--- config.mk ---
export PLATFORM = sky130hd
export DESIGN_NAME = nibble_serial_add_ctrl_flat
export DESIGN_NICKNAME = d
export VERILOG_FILES = /design/src/rtl/nibble_serial_add_ctrl_pkg.sv /design/src/rtl/nibble_serial_add_ctrl_if.sv /design/src/rtl/nibble_serial_add_ctrl_add4.sv /design/src/rtl/nibble_serial_add_ctrl.sv /design/src/flat_wrapper.sv
export SDC_FILE = /design/constraint.sdc
export NUM_CORES = 1
export LEC_CHECK = 0
export BUFFER_PORTS_ARGS = -buffer_cell sky130_fd_sc_hd__buf_4
export CORE_ASPECT_RATIO = 1.1
export CORE_MARGIN = 3
export CORE_UTILIZATION = 53
export CTS_CLUSTER_DIAMETER = 100
export CTS_CLUSTER_SIZE = 14
export DETAILED_ROUTE_END_ITERATION = 7
export PLACE_DENSITY = 0.88
export SYNTH_ARGS = -nofsm -noshare
export SYNTH_HDL_FRONTEND = slang
export SYNTH_SLANG_ARGS = --single-unit
export TNS_END_PERCENT = 30
--- constraint.sdc ---
create_clock -name clk -period 2.7 [get_ports clk]
set_input_delay 0.54 -clock clk [delete_from_list [all_inputs] [get_ports clk]]
set_output_delay 0.54 -clock clk [all_outputs]
set_load 0.1 [all_outputs]
--- src/rtl/nibble_serial_add_ctrl_pkg.sv ---
// Shared types and constants for the nibble-serial add/subtract controller.
package nibble_serial_add_pkg;

  localparam int unsigned NIBBLE_W = 4;

  typedef enum logic [1:0] {
    ST_IDLE,
    ST_RUN,
    ST_DONE
  } state_e;

  // Nibble index width; kept at least 1 bit so NIBBLES=2 still gets a real counter.
  function automatic int unsigned idx_width(input int unsigned nibbles);
    return (nibbles <= 2) ? 1 : $clog2(nibbles);
  endfunction

endpackage

--- src/rtl/nibble_serial_add_ctrl_if.sv ---
// Request/response bundle between a requester (master) and the controller (slave).
interface nibble_serial_add_ctrl_if #(
  parameter int unsigned NIBBLES = 4
);
  import nibble_serial_add_pkg::*;

  localparam int unsigned W = NIBBLE_W * NIBBLES;

  logic         in_valid;
  logic         in_ready;
  logic [W-1:0] op_a;
  logic [W-1:0] op_b;
  logic         op_sub;
  logic         op_cin;
  logic         out_valid;
  logic         out_ready;
  logic [W-1:0] sum;
  logic         cout;
  logic         ovf;
  logic         busy;

  modport master (
    output in_valid, op_a, op_b, op_sub, op_cin, out_ready,
    input  in_ready, out_valid, sum, cout, ovf, busy
  );

  modport slave (
    input  in_valid, op_a, op_b, op_sub, op_cin, out_ready,
    output in_ready, out_valid, sum, cout, ovf, busy
  );

endinterface

--- src/rtl/nibble_serial_add_ctrl_add4.sv ---
// Combinational 4-bit adder slice time-shared by the serial controller.
module nibble_add4 (
  input  logic [3:0] a,
  input  logic [3:0] b,
  input  logic       cin,
  output logic [3:0] s,
  output logic       cout
);

  logic [4:0] w_full;

  assign w_full = {1'b0, a} + {1'b0, b} + {4'b0000, cin};
  assign s      = w_full[3:0];
  assign cout   = w_full[4];

endmodule

--- src/rtl/nibble_serial_add_ctrl.sv ---
// Wide add/subtract performed LSB nibble first through a single 4-bit adder,
// with valid/ready handshakes on both the request and the result side.
module nibble_serial_add_ctrl
  import nibble_serial_add_pkg::*;
#(
  parameter int unsigned NIBBLES = 4
) (
  input logic                    clk,
  input logic                    rst_n,
  nibble_serial_add_ctrl_if.slave bus
);

  localparam int unsigned W     = NIBBLE_W * NIBBLES;
  localparam int unsigned IDX_W = idx_width(NIBBLES);
  localparam logic [IDX_W-1:0] LAST_IDX = IDX_W'(NIBBLES - 1);

  state_e                r_state;
  logic [IDX_W-1:0]      r_idx;
  logic                  r_carry;
  logic [W-1:0]          r_a;
  logic [W-1:0]          r_b;
  logic [W-1:0]          r_sum;
  logic                  r_cout;
  logic                  r_ovf;

  logic [NIBBLE_W-1:0]   w_a_nib;
  logic [NIBBLE_W-1:0]   w_b_nib;
  logic [NIBBLE_W-1:0]   w_s;
  logic                  w_c;

  assign w_a_nib = r_a[r_idx*NIBBLE_W +: NIBBLE_W];
  assign w_b_nib = r_b[r_idx*NIBBLE_W +: NIBBLE_W];

  nibble_add4 u_add4 (
    .a    (w_a_nib),
    .b    (w_b_nib),
    .cin  (r_carry),
    .s    (w_s),
    .cout (w_c)
  );

  always_ff @(posedge clk) begin
    if (!rst_n) begin
      r_state <= ST_IDLE;
      r_idx   <= '0;
      r_carry <= 1'b0;
      r_a     <= '0;
      r_b     <= '0;
      r_sum   <= '0;
      r_cout  <= 1'b0;
      r_ovf   <= 1'b0;
    end else begin
      unique case (r_state)
        ST_IDLE: begin
          if (bus.in_valid) begin
            r_a     <= bus.op_a;
            // Subtract is A + ~B + 1, so B is inverted once at accept time.
            r_b     <= bus.op_sub ? ~bus.op_b : bus.op_b;
            r_carry <= bus.op_sub | bus.op_cin;
            r_idx   <= '0;
            r_sum   <= '0;
            r_state <= ST_RUN;
          end
        end
        ST_RUN: begin
          r_sum[r_idx*NIBBLE_W +: NIBBLE_W] <= w_s;
          r_carry <= w_c;
          if (r_idx == LAST_IDX) begin
            r_cout  <= w_c;
            r_ovf   <= (r_a[W-1] == r_b[W-1]) && (w_s[NIBBLE_W-1] != r_a[W-1]);
            r_state <= ST_DONE;
          end else begin
            r_idx <= r_idx + 1'b1;
          end
        end
        ST_DONE: begin
          if (bus.out_ready) begin
            r_state <= ST_IDLE;
          end
        end
        default: r_state <= ST_IDLE;
      endcase
    end
  end

  assign bus.in_ready  = (r_state == ST_IDLE);
  assign bus.out_valid = (r_state == ST_DONE);
  assign bus.busy      = (r_state != ST_IDLE);
  assign bus.sum       = r_sum;
  assign bus.cout      = r_cout;
  assign bus.ovf       = r_ovf;

endmodule

--- src/flat_wrapper.sv ---
// flat-port wrapper written by rule: the top's interface ports become plain ports
module nibble_serial_add_ctrl_flat import nibble_serial_add_pkg::*;
#(
  parameter int unsigned NIBBLES = 4
)
  (clk, rst_n, bus_in_valid, bus_op_a, bus_op_b, bus_op_sub, bus_op_cin, bus_out_ready, bus_in_ready, bus_out_valid, bus_sum, bus_cout, bus_ovf, bus_busy);
  nibble_serial_add_ctrl_if #(.NIBBLES(NIBBLES)) bus_i ();
  input logic clk;
  input logic rst_n;
  input wire logic [$bits(bus_i.in_valid)-1:0] bus_in_valid;
  input wire logic [$bits(bus_i.op_a)-1:0] bus_op_a;
  input wire logic [$bits(bus_i.op_b)-1:0] bus_op_b;
  input wire logic [$bits(bus_i.op_sub)-1:0] bus_op_sub;
  input wire logic [$bits(bus_i.op_cin)-1:0] bus_op_cin;
  input wire logic [$bits(bus_i.out_ready)-1:0] bus_out_ready;
  output wire logic [$bits(bus_i.in_ready)-1:0] bus_in_ready;
  output wire logic [$bits(bus_i.out_valid)-1:0] bus_out_valid;
  output wire logic [$bits(bus_i.sum)-1:0] bus_sum;
  output wire logic [$bits(bus_i.cout)-1:0] bus_cout;
  output wire logic [$bits(bus_i.ovf)-1:0] bus_ovf;
  output wire logic [$bits(bus_i.busy)-1:0] bus_busy;
  assign bus_i.in_valid = bus_in_valid;
  assign bus_i.op_a = bus_op_a;
  assign bus_i.op_b = bus_op_b;
  assign bus_i.op_sub = bus_op_sub;
  assign bus_i.op_cin = bus_op_cin;
  assign bus_i.out_ready = bus_out_ready;
  assign bus_in_ready = bus_i.in_ready;
  assign bus_out_valid = bus_i.out_valid;
  assign bus_sum = bus_i.sum;
  assign bus_cout = bus_i.cout;
  assign bus_ovf = bus_i.ovf;
  assign bus_busy = bus_i.busy;
  nibble_serial_add_ctrl #(.NIBBLES(NIBBLES)) u_core (.clk(clk), .rst_n(rst_n), .bus(bus_i));
endmodule
## Yosys cells after proc, flatten, opt, wreduce, memory -nomap -nowiden

Cells that the tools add are included.

- Flip-flop bits (word level): 55
- Bits of input ports: 38
- Output and inout port bits: 21
- Word-level logic and storage cells: 49

- Add/sub/neg operators: 4
- Equality and inequality tests: 9
- Shifts and indexed selects: 4
- Multiplexer cells: 13
- Bitwise gates (word level): 2
- Reductions and logical operators: 9

Operators by type and width:

| kind | count |
|---|---|
| $neg A4 Y34 | 1 |
| $shift A4 B34 Y16 const A | 1 |
| $shiftx A4 B34 Y16 | 1 |
| $mux W16 | 2 |
| $pmux W16 S2 | 1 |
| $shiftx A16 B5 Y4 | 2 |
| $bwmux W16 | 1 |
| $not A16 Y16 | 1 |
| $mux W2 | 5 |
| $ne A2 B2 Y1 const B | 3 |
| $pmux W2 S3 | 1 |
| $reduce_and A2 Y1 | 3 |
| $reduce_and A3 Y1 | 2 |
| $add A4 B4 Y5 | 1 |
| $add A5 B1 Y5 | 1 |
| $eq A2 B2 Y1 const B | 2 |
| $pmux W2 S2 | 1 |
| $reduce_bool A2 Y1 | 2 |
| $add A2 B1 Y2 const B | 1 |
| $eq A2 B1 Y1 const B | 1 |
| $logic_not A2 Y1 | 1 |
| $ne A2 B1 Y1 const B | 1 |
| $pmux W1 S2 | 1 |
| $eq A1 B1 Y1 | 1 |
| 4 further kinds | 4 |

## Longest topological paths before layout

- Depth after elaboration: 6
- Depth in mapped cells: 9
- Mapped depth without buffers: 8

## Modules after synthesis

A second synthesis with hierarchy kept.

- Cells, all modules: 283
- Area total of the unflattened synthesis: 2668.8 um^2

Modules (own cells, without submodules):

| module | instances | cells each | area an instance (um^2) | sequential area each (um^2) |
|---|---|---|---|---|
| nibble_serial_add_ctrl | 1 | 267 | 2524.9 | 1101.1 |
| nibble_add4 | 1 | 16 | 143.9 | 0.0 |

## Worst setup path before layout

Ideal clock, no wire load.

- Path kind: reg-to-output
- From: register u_core.r_state[1]
- To: output bus_busy
- Arrival time: 2712 ps
- Required time: 2160 ps
- Setup slack: -552 ps
- Stages on the path, launching flop included: 4
- Buffers on the path: 1
- Cells stage by stage: dfxtp_1 buf_2 nor2_1 inv_1

- Longest elaborated chain between the ends: 1

RTL lines:

| element | RTL line | text |
|---|---|---|
| start: declaration | nibble_serial_add_ctrl.sv:17 | `state_e r_state;` |
| start signal: assignment | nibble_serial_add_ctrl.sv:44 | `r_state <= ST_IDLE;` |
| start signal: assignment | nibble_serial_add_ctrl.sv:62 | `r_state <= ST_RUN;` |
| start signal: assignment | nibble_serial_add_ctrl.sv:71 | `r_state <= ST_DONE;` |
| $reduce_bool A2 Y1 | nibble_serial_add_ctrl.sv:88 | `assign bus.busy = (r_state != ST_IDLE);` |
| end: declaration | flat_wrapper.sv:21 | `output wire logic [$bits(bus_i.busy)-1:0] bus_busy;` |

Every way passes these cells.

## Final worst setup path

- From: register u_core.r_idx[1]
- To: register u_core.r_ovf (netlist: u_core.bus.ovf)

- Longest elaborated chain between the ends: 5
- Elaborated cells on any way between the ends: 8
- Classes of those cells: add/sub (2); eq/ne (2); shift (2); reduce/logical (2)

RTL lines:

| element | RTL line | text |
|---|---|---|
| start: declaration | nibble_serial_add_ctrl.sv:18 | `logic [IDX_W-1:0] r_idx;` |
| start signal: assignment | nibble_serial_add_ctrl.sv:73 | `r_idx <= r_idx + 1'b1;` |
| $shiftx A16 B5 Y4 (on tied branches) | nibble_serial_add_ctrl.sv:31, nibble_serial_add_ctrl.sv:32 |  |
| $add A4 B4 Y5 | nibble_serial_add_ctrl_add4.sv:12 | `assign w_full = {1'b0, a} + {1'b0, b} + {4'b0000, cin};` |
| $add A5 B1 Y5 | nibble_serial_add_ctrl_add4.sv:12 |  |
| $ne A1 B1 Y1 | nibble_serial_add_ctrl.sv:70 | `r_ovf <= (r_a[W-1] == r_b[W-1]) && (w_s[NIBBLE_W-1] != r_a[W-1]);` |
| $logic_and A1 B1 Y1 | nibble_serial_add_ctrl.sv:70 |  |
| end signal: assignment | nibble_serial_add_ctrl.sv:70 |  |
| end: declaration | nibble_serial_add_ctrl.sv:24 | `logic r_ovf;` |

Several ways; a longest one is shown, not always the timed one.
A chain may end at the register's enable or synchronous reset.

==> metrics.csv <==
stage,metric,value,unit
global_routing,largest net degree at the start of global routing,52,
global_routing,global route overflow,0,
floorplan,std cell rows,26,
cells_and_area,end-of-flow core utilization,67.8,%
hold_path,Worst Hold Class,flip-flop to flip-flop,
drt,Via density,5.55,
pwr,power per cell area,555,mW/mm2
cells_and_area,most frequent cells in the layout,"62 x buf_4, 54 x dfxtp_1, 42 x nand2_1",
synthesis,post-synthesis sequential area ratio,42.3,%
timing,fin. max-slew vios,0,
placed_design,I/O Buffers,58,
clock_network,TritonCTS clock tree,done,
placed_design,placed inst area,0.00307,mm2
cells_and_area,"non-filler cells, final",391,
synthesis,Cells after Synth,283,
floorplan,Die H,79.5,um
synthesis,Syn Area/Cell,9.20,um2
synthesis,Syn Nets,330,
critical_path,kind of critical path,flip-flop to flip-flop,
cells_and_area,"commonest non-fill, non-tap cell in the layout",buf_4,
floorplan,Die ar.,0.00579,mm2
cells_and_area,Final nets,382,
synthesis,top cell type by total area after synthesis,dfxtp_1,
clock_network,Post-CTS Setup Bufs,0,
timing,Final Skew,5.78,ps
clock_network,htree depth,2,
placed_design,dpl cells,384,
global_routing,first-pass GRT wire length,9200,um
critical_path,CP arrival,2750,ps
timing,fin crit share,93.0,%
synthesis,synthesized area,0.00260,mm2
synthesis,Netlist cell types,37,
global_routing,vias in the first global route,1985,
drt,drt pass-1 iters,4,
placed_design,Final GP Congestion,0.846,
placed_design,hpwl dp,4110,um
cells_and_area,synthesis-to-layout area growth,21.9,%
timing,f_max,0.398,GHz
floorplan,total core area,0.00468,mm2
synthesis,YS warnings,0,
critical_path,CP Capture Type,flip-flop,
floorplan,Starting Density,55.6,%
critical_path,Critical Path RT,2940,ps
synthesis,Synth Register Bits,55,
drt,drt drc,0,
critical_path,CP Launch Type,flip-flop,
clock_network,CTS sink count,55,
cells_and_area,Final Instance Area,0.00317,mm2
clock_network,root buf cell,clkbuf_8,
cells_and_area,antenna cells,0,
timing,final period demand of the worst path,2510,ps
global_routing,antenna violations before repair,0,
drt,routed len/inst,14.1,um
timing,Slew HR,64.6,%
drt,initial drt markers,184,
global_routing,GRT Util Overall,20.2,%
cells_and_area,fill count,371,
pwr,Leak,1.29,nW
timing,Worst-Margin Slew,530,ps
timing,setup violators final,0,
pwr,Total Power,0.00176,W
clock_network,"CTS clk-pin slew, worst paths",90,ps
synthesis,Yosys top cell area share,42.3,%
floorplan,Die X,72.8,um
pwr,worst vdd ir,298,uV
drt,Via Count,2170,
clock_network,Max Buffers Root-to-Sink,2,
timing,setup repair after global routing missed its margin,false,
critical_path,"critical path fanouts, max",13,
timing,setup TNS,0,ps
synthesis,"top cells by area, synth","dfxtp_1 42%, mux4_2 6.9%, nand2_1 6.1%, xnor2_1 5.7%, a211oi_1 5.2%",
clock_network,TritonCTS Buffers,5,
flow_run,Max-Cap Viols,0,
floorplan,Ports,59,
drt,WL final,5500,um
cells_and_area,layout cells sized above 1,24.5,%
drt,post-route antenna net violation count,0,
outcome,outcome,finished clean,
clock_network,Worst-Skew Late Latency,310,ps
timing,Final Hold Fails,0,
cell families (layout without fill, tap and decap cells):
| group | after synthesis | after routing | share of synthesized area (%) |
|---|---|---|---|
| muxes | 9 | 9 | 7.35 |
| buffers and inverters | 27 | 79 | 4.37 |
| adders and majority gates | 9 | 9 | 4.90 |
| AOI/OAI and AO/OA | 68 | 68 | 17.3 |
| xor gates and xnor gates | 17 | 17 | 5.72 |
| DFF | 55 | 55 | 42.3 |
| and+or+nand+nor | 98 | 98 | 18.0 |
routing by layer:
metal	GRT usage (%)	routed length, um	part of all wire, %
met4	5.90	80	1.5
met5	0	0	0
met2	35.7	2860	52
met1	24.1	2200	40
met3	4.66	360	6.5
synth_stat cells (all sizes together):
cell	instances
and3b	2
a21boi	1
inv	9
o21a	1
nand3	1
dfxtp	55
xnor2	17
clkinv	1
nor2b	3
o21ai	2
nand2b	3
a311oi	1
or4	1
a31oi	1
clkbuf	9
o21bai	1
mux2	1
and2	3
and3	1
ha	7
or3b	4
nor3b	1
mux4	8
nor4	1
a211oi	18
nor4b	1
nand2	42
o211ai	1
a21o	4
a21oi	23
nor2	34
a22o	3
buf	8
a22oi	12
fa	2
and4bb	1
power breakdown:
group          internal [W]  switching [W]  total [W]
clock              0.000272       0.000256   0.000528
sequential         0.000855      0.0000347   0.000890
combinational      0.000149       0.000193   0.000343
total               0.00128       0.000484    0.00176
final timing paths:
check                                startpoint  slack, ps  depth (start not counted)              to
worst max-delay path            u_core.r_idx[1]        190                          6  u_core.bus.ovf
worst min-delay path             u_core.r_a[14]        460                          2  u_core.r_a[14]
worst max register to register  u_core.r_idx[1]        190                          6  u_core.bus.ovf
worst min register to register   u_core.r_a[14]        460                          2  u_core.r_a[14]
critical path, cell delays in order, from the launching register on:
cell	delay, ps
dfxtp_1	660
mux4_2	400
ha_1	360
a21oi_1	180
a21boi_1	150
or4_1	480
a31oi_1	190
metrics by stage:
| stage | setup WS, ps | hold WS (ps) |
|---|---|---|
| floorplan | 145 | 433 |
| global placement | 167 | 441 |
| detailed placement | 73.7 | 450 |
| CTS | 53.5 | 463 |
| global route | 52.9 | 468 |
| finish | 190 | 463 |
layout make-up:
cell class / count / area [um2] / area share, %
Tap cell: 56 / 70.1 / 2.21
Sequential cell: 55 / 1100 / 34.7
Timing Repair Buffer: 62 / 465 / 14.7
Clock inverter: 1 / 30.0 / 0.946
Multi-Input combinational cell: 201 / 1400 / 44.0
Inverter: 10 / 37.5 / 1.18
Clock buffer: 6 / 72.6 / 2.29
registers in the layout (all words and copies together), names as in the netlist:
register,cells
u_core.r_carry,1
u_core.r_b,16
u_core.bus.cout,1
u_core.r_a,16
u_core.r_idx,2
u_core.r_state,2
u_core.bus.ovf,1
u_core.bus.sum,16
what timing repair did:
item | CTS | global route
resized for setup | 0 | 1
hold buffers | 0 | 0
hold endpoints to repair | 0 | 0
endpoints found under the setup margin | 0 | 2
No activity file was read; power rests on OpenSTA's default activity.
